===== config.mk =====
export PLATFORM = sky130hd
export DESIGN_NAME = if_stage_ppl_flat
export DESIGN_NICKNAME = d
export VERILOG_FILES = /design/src/rtl/if_stage_ppl_if.sv /design/src/rtl/if_stage_ppl.sv /design/src/flat_wrapper.sv
export SDC_FILE = /design/constraint.sdc
export NUM_CORES = 1
export LEC_CHECK = 0
export CORE_AREA = 2 2 136 138
export DETAILED_ROUTE_END_ITERATION = 7
export DIE_AREA = 0 0 138 140
export PLACE_DENSITY_LB_ADDON = 0.1
export REMOVE_ABC_BUFFERS = 1
export SYNTH_ARGS = -nofsm -noshare
export SYNTH_HDL_FRONTEND = slang
export SYNTH_SLANG_ARGS = --single-unit

===== constraint.sdc =====
create_clock -name clk -period 7.8 [get_ports clk]
set_input_delay 1.56 -clock clk [delete_from_list [all_inputs] [get_ports clk]]
set_output_delay 1.56 -clock clk [all_outputs]
set_load 0.02 [all_outputs]

===== src/rtl/if_stage_ppl_if.sv =====
// Fetch-stage bus: hazard/redirect controls, instruction-memory port and IF/ID outputs.
// master = the fetch stage, slave = the surrounding datapath / hazard unit / memory.
interface if_stage_ppl_if #(
  parameter int unsigned PC_W    = 30,
  parameter int unsigned INSTR_W = 32
);
  logic               stall;
  logic               flush;
  logic               redirect;
  logic [PC_W-1:0]    redirect_pc;
  logic [INSTR_W-1:0] im_rdata;
  logic [PC_W-1:0]    im_addr;
  logic [PC_W-1:0]    PC;
  logic [INSTR_W-1:0] instruction;
  logic [INSTR_W-1:0] ID_instruction;
  logic [PC_W-1:0]    ID_PC;
  logic [PC_W-1:0]    ID_PC_plus1;
  logic               ID_valid;
  logic [31:0]        fetch_count;

  modport master (
    input  stall, flush, redirect, redirect_pc, im_rdata,
    output im_addr, PC, instruction, ID_instruction, ID_PC, ID_PC_plus1, ID_valid, fetch_count
  );

  modport slave (
    output stall, flush, redirect, redirect_pc, im_rdata,
    input  im_addr, PC, instruction, ID_instruction, ID_PC, ID_PC_plus1, ID_valid, fetch_count
  );
endinterface


===== src/rtl/if_stage_ppl.sv =====
// Instruction-fetch stage and IF/ID pipeline register of the 5-stage MIPS pipeline.
// Handles load-use stalls, EX redirects (branch/jump) and explicit flushes.
module if_stage_ppl #(
  parameter int unsigned        PC_W      = 30,
  parameter int unsigned        INSTR_W   = 32,
  parameter logic [PC_W-1:0]    RESET_PC  = '0,
  parameter logic [INSTR_W-1:0] NOP_INSTR = '0
) (
  input  logic clk,
  input  logic rst,
  if_stage_ppl_if.master bus
);

  logic [PC_W-1:0]    pc_q;
  logic [PC_W-1:0]    pc_inc;
  logic [INSTR_W-1:0] id_instr_q;
  logic [PC_W-1:0]    id_pc_q;
  logic [PC_W-1:0]    id_pc1_q;
  logic               id_valid_q;
  logic [31:0]        fetch_cnt_q;
  logic               bubble;
  logic               load;

  assign pc_inc = pc_q + PC_W'(1);

  // Redirect dominates stall: the EX branch is older than the ID load-use hazard.
  always_comb begin
    bubble = bus.redirect | bus.flush;
    load   = ~bubble & ~bus.stall;
  end

  always_ff @(posedge clk or posedge rst) begin
    if (rst) begin
      pc_q        <= RESET_PC;
      id_instr_q  <= NOP_INSTR;
      id_pc_q     <= '0;
      id_pc1_q    <= '0;
      id_valid_q  <= 1'b0;
      fetch_cnt_q <= '0;
    end else begin
      if (bus.redirect)
        pc_q <= bus.redirect_pc;
      else if (!bus.stall)
        pc_q <= pc_inc;

      if (bubble) begin
        id_instr_q <= NOP_INSTR;
        id_valid_q <= 1'b0;
      end else if (load) begin
        id_instr_q <= bus.im_rdata;
        id_pc_q    <= pc_q;
        id_pc1_q   <= pc_inc;
        id_valid_q <= 1'b1;
      end

      if (load && (fetch_cnt_q != '1))
        fetch_cnt_q <= fetch_cnt_q + 32'd1;
    end
  end

  assign bus.im_addr        = pc_q;
  assign bus.PC             = pc_q;
  assign bus.instruction    = bus.im_rdata;
  assign bus.ID_instruction = id_instr_q;
  assign bus.ID_PC          = id_pc_q;
  assign bus.ID_PC_plus1    = id_pc1_q;
  assign bus.ID_valid       = id_valid_q;
  assign bus.fetch_count    = fetch_cnt_q;

endmodule

===== src/flat_wrapper.sv =====
// flat-port wrapper written by rule: the top's interface ports become plain ports
module if_stage_ppl_flat 
#(
  parameter int unsigned        PC_W      = 30,
  parameter int unsigned        INSTR_W   = 32,
  parameter logic [PC_W-1:0]    RESET_PC  = '0,
  parameter logic [INSTR_W-1:0] NOP_INSTR = '0
)
  (clk, rst, bus_stall, bus_flush, bus_redirect, bus_redirect_pc, bus_im_rdata, bus_im_addr, bus_PC, bus_instruction, bus_ID_instruction, bus_ID_PC, bus_ID_PC_plus1, bus_ID_valid, bus_fetch_count);
  if_stage_ppl_if #(.PC_W(PC_W), .INSTR_W(INSTR_W)) bus_i ();
  input  logic clk;
  input  logic rst;
  input wire logic [$bits(bus_i.stall)-1:0] bus_stall;
  input wire logic [$bits(bus_i.flush)-1:0] bus_flush;
  input wire logic [$bits(bus_i.redirect)-1:0] bus_redirect;
  input wire logic [$bits(bus_i.redirect_pc)-1:0] bus_redirect_pc;
  input wire logic [$bits(bus_i.im_rdata)-1:0] bus_im_rdata;
  output wire logic [$bits(bus_i.im_addr)-1:0] bus_im_addr;
  output wire logic [$bits(bus_i.PC)-1:0] bus_PC;
  output wire logic [$bits(bus_i.instruction)-1:0] bus_instruction;
  output wire logic [$bits(bus_i.ID_instruction)-1:0] bus_ID_instruction;
  output wire logic [$bits(bus_i.ID_PC)-1:0] bus_ID_PC;
  output wire logic [$bits(bus_i.ID_PC_plus1)-1:0] bus_ID_PC_plus1;
  output wire logic [$bits(bus_i.ID_valid)-1:0] bus_ID_valid;
  output wire logic [$bits(bus_i.fetch_count)-1:0] bus_fetch_count;
  assign bus_i.stall = bus_stall;
  assign bus_i.flush = bus_flush;
  assign bus_i.redirect = bus_redirect;
  assign bus_i.redirect_pc = bus_redirect_pc;
  assign bus_i.im_rdata = bus_im_rdata;
  assign bus_im_addr = bus_i.im_addr;
  assign bus_PC = bus_i.PC;
  assign bus_instruction = bus_i.instruction;
  assign bus_ID_instruction = bus_i.ID_instruction;
  assign bus_ID_PC = bus_i.ID_PC;
  assign bus_ID_PC_plus1 = bus_i.ID_PC_plus1;
  assign bus_ID_valid = bus_i.ID_valid;
  assign bus_fetch_count = bus_i.fetch_count;
  if_stage_ppl #(.PC_W(PC_W), .INSTR_W(INSTR_W), .RESET_PC(RESET_PC), .NOP_INSTR(NOP_INSTR)) u_core (.clk(clk), .rst(rst), .bus(bus_i));
endmodule

==> reports/results.tsv <==
stage	metric	value	unit
sta	Worst slew margin	26.1	%
cells_and_area	share of layout cells above drive strength 1	5.64	%
clock_tree	PostCTS Resize Cnt	0	
pwr	register share of total power	41.4	%
cells_and_area	Synth-to-Final Area Change	42.0	%
floorplanning	I/O pin total	284	
place	Port-buffer cells	283	
critical_path	cells along the critical path	clkdlybuf4s50_1 -> clkdlybuf4s50_1	
critical_path	CP Buf/Inv Count	2	
yosys	ys flop type	dfrtp_1	
yosys	area leader, netlist	dfrtp_1	
critical_path	reg2reg setup slack	5040	ps
drt	via count	5958	
pwr	VDD IR max	0.151	mV
outcome	status	completed	
clock_tree	Num CTS Buffers	17	
cells_and_area	final cell count without fillers	1205	
critical_path	CP most frequent cell	clkdlybuf4s50_1	
grt	vias in the first global route	5936	
job	maxcap violations	0	
clock_tree	hold_buf cts	0	
drt	Post-DRT Antenna Nets	0	
drt	Vias per Instance	4.94	
yosys	synthesized instance count	765	
min_path	Hold Path Cell Cnt	2	
sta	FMAX	236	MHz
min_path	HP Class	reg -> reg	
critical_path	Crit path max-delay family	buffers and inverters	
yosys	asr flop ratio synth	100	%
yosys	sequential fraction of the synthesis area	52.3	%
pwr	Sw Share	31.2	%
sta	Worst-Margin Slew	1110	ps
drt	Initial DRC Count	266	
yosys	Area contributors post-synth	dfrtp_1 (52%), nand2_1 (8.5%), xor2_1 (6.7%)	
clock_tree	Reg clk slew, reported paths	60	ps
yosys	Synth Warn #	0	
critical_path	R2R depth	6	
clock_tree	Worst-Skew Late Latency	420	ps
yosys	Synth top area share	52.3	%
grt	initial antenna violation count	0	
critical_path	Critical R2R Launch	u_core.bus.PC[0]$_DFFE_PP0P_	
floorplanning	row count	49	
place	placed cells	1173	
critical_path	worst path arrival time	2680	ps
yosys	synthesis-stage register bit count	155	
yosys	syn avg cell area	9.69	µm²
yosys	Mapped Area	7410	µm²
floorplanning	Die W	138	µm
critical_path	worst reg2reg endpoint	u_core.bus.PC[22]$_DFFE_PP0P_	
pwr	Clock Power Share	34.4	%
floorplanning	Die Y	140	µm
pwr	Cell Pwr Density	226	nW/µm²
place	Final Wtd Congestion	0.784	
clock_tree	Max clock buf depth	2	
drt	DRC violations left	0	
critical_path	CP startpoint kind	input port	
sta	clock period minus worst slack	4240	ps
pwr	total power	2.38	mW
place	HPWL after DPL	13600	µm
sta	Final Cycle Share	54.3	%
grt	largest net degree at the start of global routing	108	
critical_path	Slowest cell on crit path	clkdlybuf4s50_1	
drt	DR WL/cell	16.5	µm
yosys	Post-synth EDFFs	0	
sta	max-slew violation count	0	
clock_tree	TritonCTS Sinks	155	
grt	GR Overflow Total	0	
sta	Final setup viols	0	
sta	final hold violations	0	
critical_path	CP peak stage delay	620	ps
clock_tree	htree depth	4	
critical_path	crit end category	primary output	
floorplanning	Initial Util	41.7	%
pwr	Int Power	1.64	mW
cells_and_area	nets	1032	
critical_path	kind of critical path	in -> out	
yosys	Synth cell types	37	
sta	RSZ-0062 raised after global routing	false	
grt	Total Routing Usage GR	20.7	%
floorplanning	core area	17800	µm²
drt	drt pass-1 iters	4	
clock_tree	number of setup buffers added after CTS	0	
floorplanning	die area	19300	µm²
sta	TNS Setup	0	ps
pwr	switching pwr	0.742	mW
grt	global-route wire length before repair	32200	µm
min_path	Hold EP	u_core.bus.ID_valid$_DFFE_PP0P_	
yosys	Post-synth top cells	nand2_1 (168), dfrtp_1 (155), buf_4 (62), o21ai_0 (61), xor2_1 (57)	
critical_path	WP data required	6240	ps
drt	routed wire length	19900	µm
min_path	HP Start	u_core.bus.ID_valid$_DFFE_PP0P_	
clock_tree	root buffer cell	clkbuf_16	
pwr	Comb power frac	24.3	%
clock_tree	CTS tree	built	
yosys	most common cell in the netlist	nand2_1	
pwr	Lkg Pwr	4.49	nW
sta	skew final	10.3	ps
critical_path	CP Max Fanout	2	
cells_and_area	Diodes inserted	0	
registers in the layout, indices dropped and copies added, names as in the netlist:
signal,cells
u_core.bus.PC,30
u_core.bus.fetch_count,32
u_core.bus.ID_PC,30
u_core.bus.ID_instruction,32
u_core.bus.ID_valid,1
u_core.bus.ID_PC_plus1,30
worst max path at each step:
stage / end / startpoint / cells past startpoint / slack (ps)
global placement: bus_instruction[5] / bus_im_rdata[5] / 2 / 3560
CTS: bus_instruction[7] / bus_im_rdata[7] / 2 / 3560
floorplan: u_core.bus.ID_PC[0]$_DFFE_PP0P_ / rst / 1 / 2060
finish: bus_instruction[14] / bus_im_rdata[14] / 2 / 3560
detailed placement: bus_instruction[14] / bus_im_rdata[14] / 2 / 3570
global route: bus_instruction[7] / bus_im_rdata[7] / 2 / 3540
final cells by class:
type | count | area, µm²
clock inverter | 13 | 134
multi-input combinational | 494 | 2870
timing repair buffer | 290 | 2880
fill | 1579 | 7250
inverter | 5 | 23.8
clock buffer | 19 | 453
sequential | 155 | 3880
tap | 229 | 287
metrics by stage:
stage                     area, µm²  util, %  worst slack [ps]  hold slack (ps)
after floorplan                6750        -              2060              589
after global placement         9940     55.9              3560              458
after detailed placement       9940     55.9              3570              463
after CTS                     10500     59.2              3560              479
after global routing          10500     59.2              3540              501
final                         10500     59.2              3560              473
layer usage:
layer / share of wire [%] / vias up / GRT usage [%]
li1: - / 2906 / -
met1: 45 / 2860 / 28.1
met2: 48 / 172 / 33.1
met3: 5.6 / 20 / 4.92
met4: 1.7 / 0 / 6.66
met5: 0 / - / 0
cell families after synthesis:
group,count (synthesis),share of synthesized area [%]
fa+ha+maj,2,0.337
buf+inv,116,9.28
xor+xnor,86,10.2
flops,155,52.3
compound gates,95,8.07
mux,2,0.337
simple gates,309,19.5
power by group through the flow:
stage	combinational [mW]	sequential, mW	clock (mW)
after detailed placement	0.583	0.999	0
final	0.577	0.984	0.818
after global placement	0.580	0.997	0
after global routing	0.618	1.00	0.873
after CTS	0.586	0.985	0.837
after floorplan	0.122	1.12	0
placed cells by master (no fill, tap or decap), drive strengths merged:
cell           netlist  routed
dfrtp              155     155
nor4                10      10
clkdlybuf4s50        0     282
or3                  6       6
nor4b                2       2
buf                 72       8
a22o                32      32
and4                 1       1
nand4               22      22
bufinv               0       1
nor2                18      18
xor2                57      57
nor3                27      27
and3                 3       3
a31oi                2       2
mux2i                1       1
nand2              169     169
clkinvlp             0       3
mux2                 1       1
clkinv               0       4
nand4b               3       3
or4                  1       1
nand3b               2       2
nor3b                1       1
or2                  3       3
o21ai               61      61
xnor2               29      29
nand3               38      38
nor2b                3       3
inv                  5      10
ha                   2       2
clkbuf              39      19
Power figures use the tool's default switching activity.
==> edit: new RTL, same settings <==
`INSTR_W` is set to 32 in 3 places; all go to 64.
--- a/src/rtl/if_stage_ppl_if.sv
+++ b/src/rtl/if_stage_ppl_if.sv
@@ -4,3 +4,3 @@
   parameter int unsigned PC_W    = 30,
-  parameter int unsigned INSTR_W = 32
+  parameter int unsigned INSTR_W = 64
 );
--- a/src/rtl/if_stage_ppl.sv
+++ b/src/rtl/if_stage_ppl.sv
@@ -4,3 +4,3 @@
   parameter int unsigned        PC_W      = 30,
-  parameter int unsigned        INSTR_W   = 32,
+  parameter int unsigned        INSTR_W   = 64,
   parameter logic [PC_W-1:0]    RESET_PC  = '0,
--- a/src/flat_wrapper.sv
+++ b/src/flat_wrapper.sv
@@ -4,3 +4,3 @@
   parameter int unsigned        PC_W      = 30,
-  parameter int unsigned        INSTR_W   = 32,
+  parameter int unsigned        INSTR_W   = 64,
   parameter logic [PC_W-1:0]    RESET_PC  = '0,
Interface: changed (resized bus_ID_instruction, bus_im_rdata and bus_instruction); port bits go from 284 to 380. No check against the original RTL was run, so the function may have changed too.
==> edit against the original RTL <==
  * Power is 13% higher
  * Synthesized area grew 19%
  * Routed wire length is 28% higher
  * First-iteration DRC count up 80%
  * Count of clock-buffer cells in the layout down 1
  * Setup slack got worse by 91 ps
  * Sequential cell count up 32
  * Highest routed layer is now met5
  * Design area grew 20%
  * Hold slack better by 5.3 ps
  * Largest power group unchanged
==> edit: results (changes against the original RTL) <==
| Metric | Value |
|---|---|
| Outcome | `complete, no violations` |
| Distinct cells, synth | `38 (+2.7%)` |
| WL met3 | `1.94 mm (+75%)` |
| Slew @ Worst Pin | `1260 ps (+154 ps)` |
| Sequential power | `1.16 mW (+18%)` |
| Hold_sp | `u_core.bus.ID_PC[26]` |
| Metal2 WL | `12.6 mm (+32%)` |
| Initial antenna violation count | `3 (+3)` |
| Fillers | `1359 (-14%)` |
| Final Hold Slack | `478 ps (+5.29 ps)` |
| GR Util met2 | `42.7% (+9.6 points)` |
| Startpoint of the worst setup timing path | `bus_im_rdata[7]` |
| Worst Skew | `13.5 ps (+3.20 ps)` |
| Final instance count without filler cells | `1374 (+14%)` |
| Total track usage | `25.6% (+4.9 points)` |
| Worst hold endpoint | `u_core.bus.ID_PC[26]` |
| Met3 GRT Util | `8.92% (+4.0 points)` |
| Synth area leaders | `dfrtp_1, buf_4, nand2_1` |
| Reg-to-Reg Start | `u_core.bus.PC[10]` |
| IO Port Bufs | `379 (+34%)` |
| Post-synthesis sequential area ratio | `53.0% (+0.66 points)` |
| DP Wirelength | `18.2 mm (+34%)` |
| Number of global-route vias before repair | `6850 (+15%)` |
| LEAKAGE | `5.39 nW (+20%)` |
| M1 wire length | `10.6 mm (+19%)` |
| Post-synthesis compound-gate area fraction | `9.96% (+1.9 points)` |
| DP Area | `12100 um^2 (+21%)` |
| Drt initial violations | `480 (+80%)` |
| Largest net degree at the start of global routing | `122 (+13%)` |
| Max Fclk | `231 MHz (-2.1%)` |
| VDD IR-drop max | `155 uV (+2.2%)` |
| Crit path to | `bus_instruction[7]` |
| Adder-Cell Fraction of Synth Area | `0.283% (-0.054 points)` |
| Placed cells | `1340 (+14%)` |
==> edit: cell types whose count changed in the layout (fill, tap and decap cells not counted), sizes merged, moves of 4 or more <==
cell,unedited run,this run
dfrtp,155,187
and3,3,10
and2,0,4
nor4,10,5
nand2,169,178
clkdlybuf4s50,282,378
nor3,27,23
nand4,22,29
xor2,57,45
a22o,32,64
nand3,38,30
xnor2,29,42
==> edit: cells by family (layout without fill, tap and decap cells) <==
| kind of cell | count (synthesis) | after routing |
|---|---|---|
| and+or+nand+nor | 317 | 317 |
| DFF | 187 | 187 |
| buffers and inverters | 151 | 420 |
| AOI/OAI and AO/OA | 126 | 126 |
| xor gates and xnor gates | 87 | 87 |
| muxes | 4 | 4 |
| adders and majority gates | 2 | 2 |
| other | 0 | 2 |
==> edit: area by class of cell <==
cell class	count	share of cell area, %
antenna	2	0.0396
clock buffer	18	3.39
clock inverter	14	1.28
inverter	3	0.148
multi-input combinational	536	25.6
sequential	187	37.0
tap	229	2.27
timing repair buffer	385	30.3
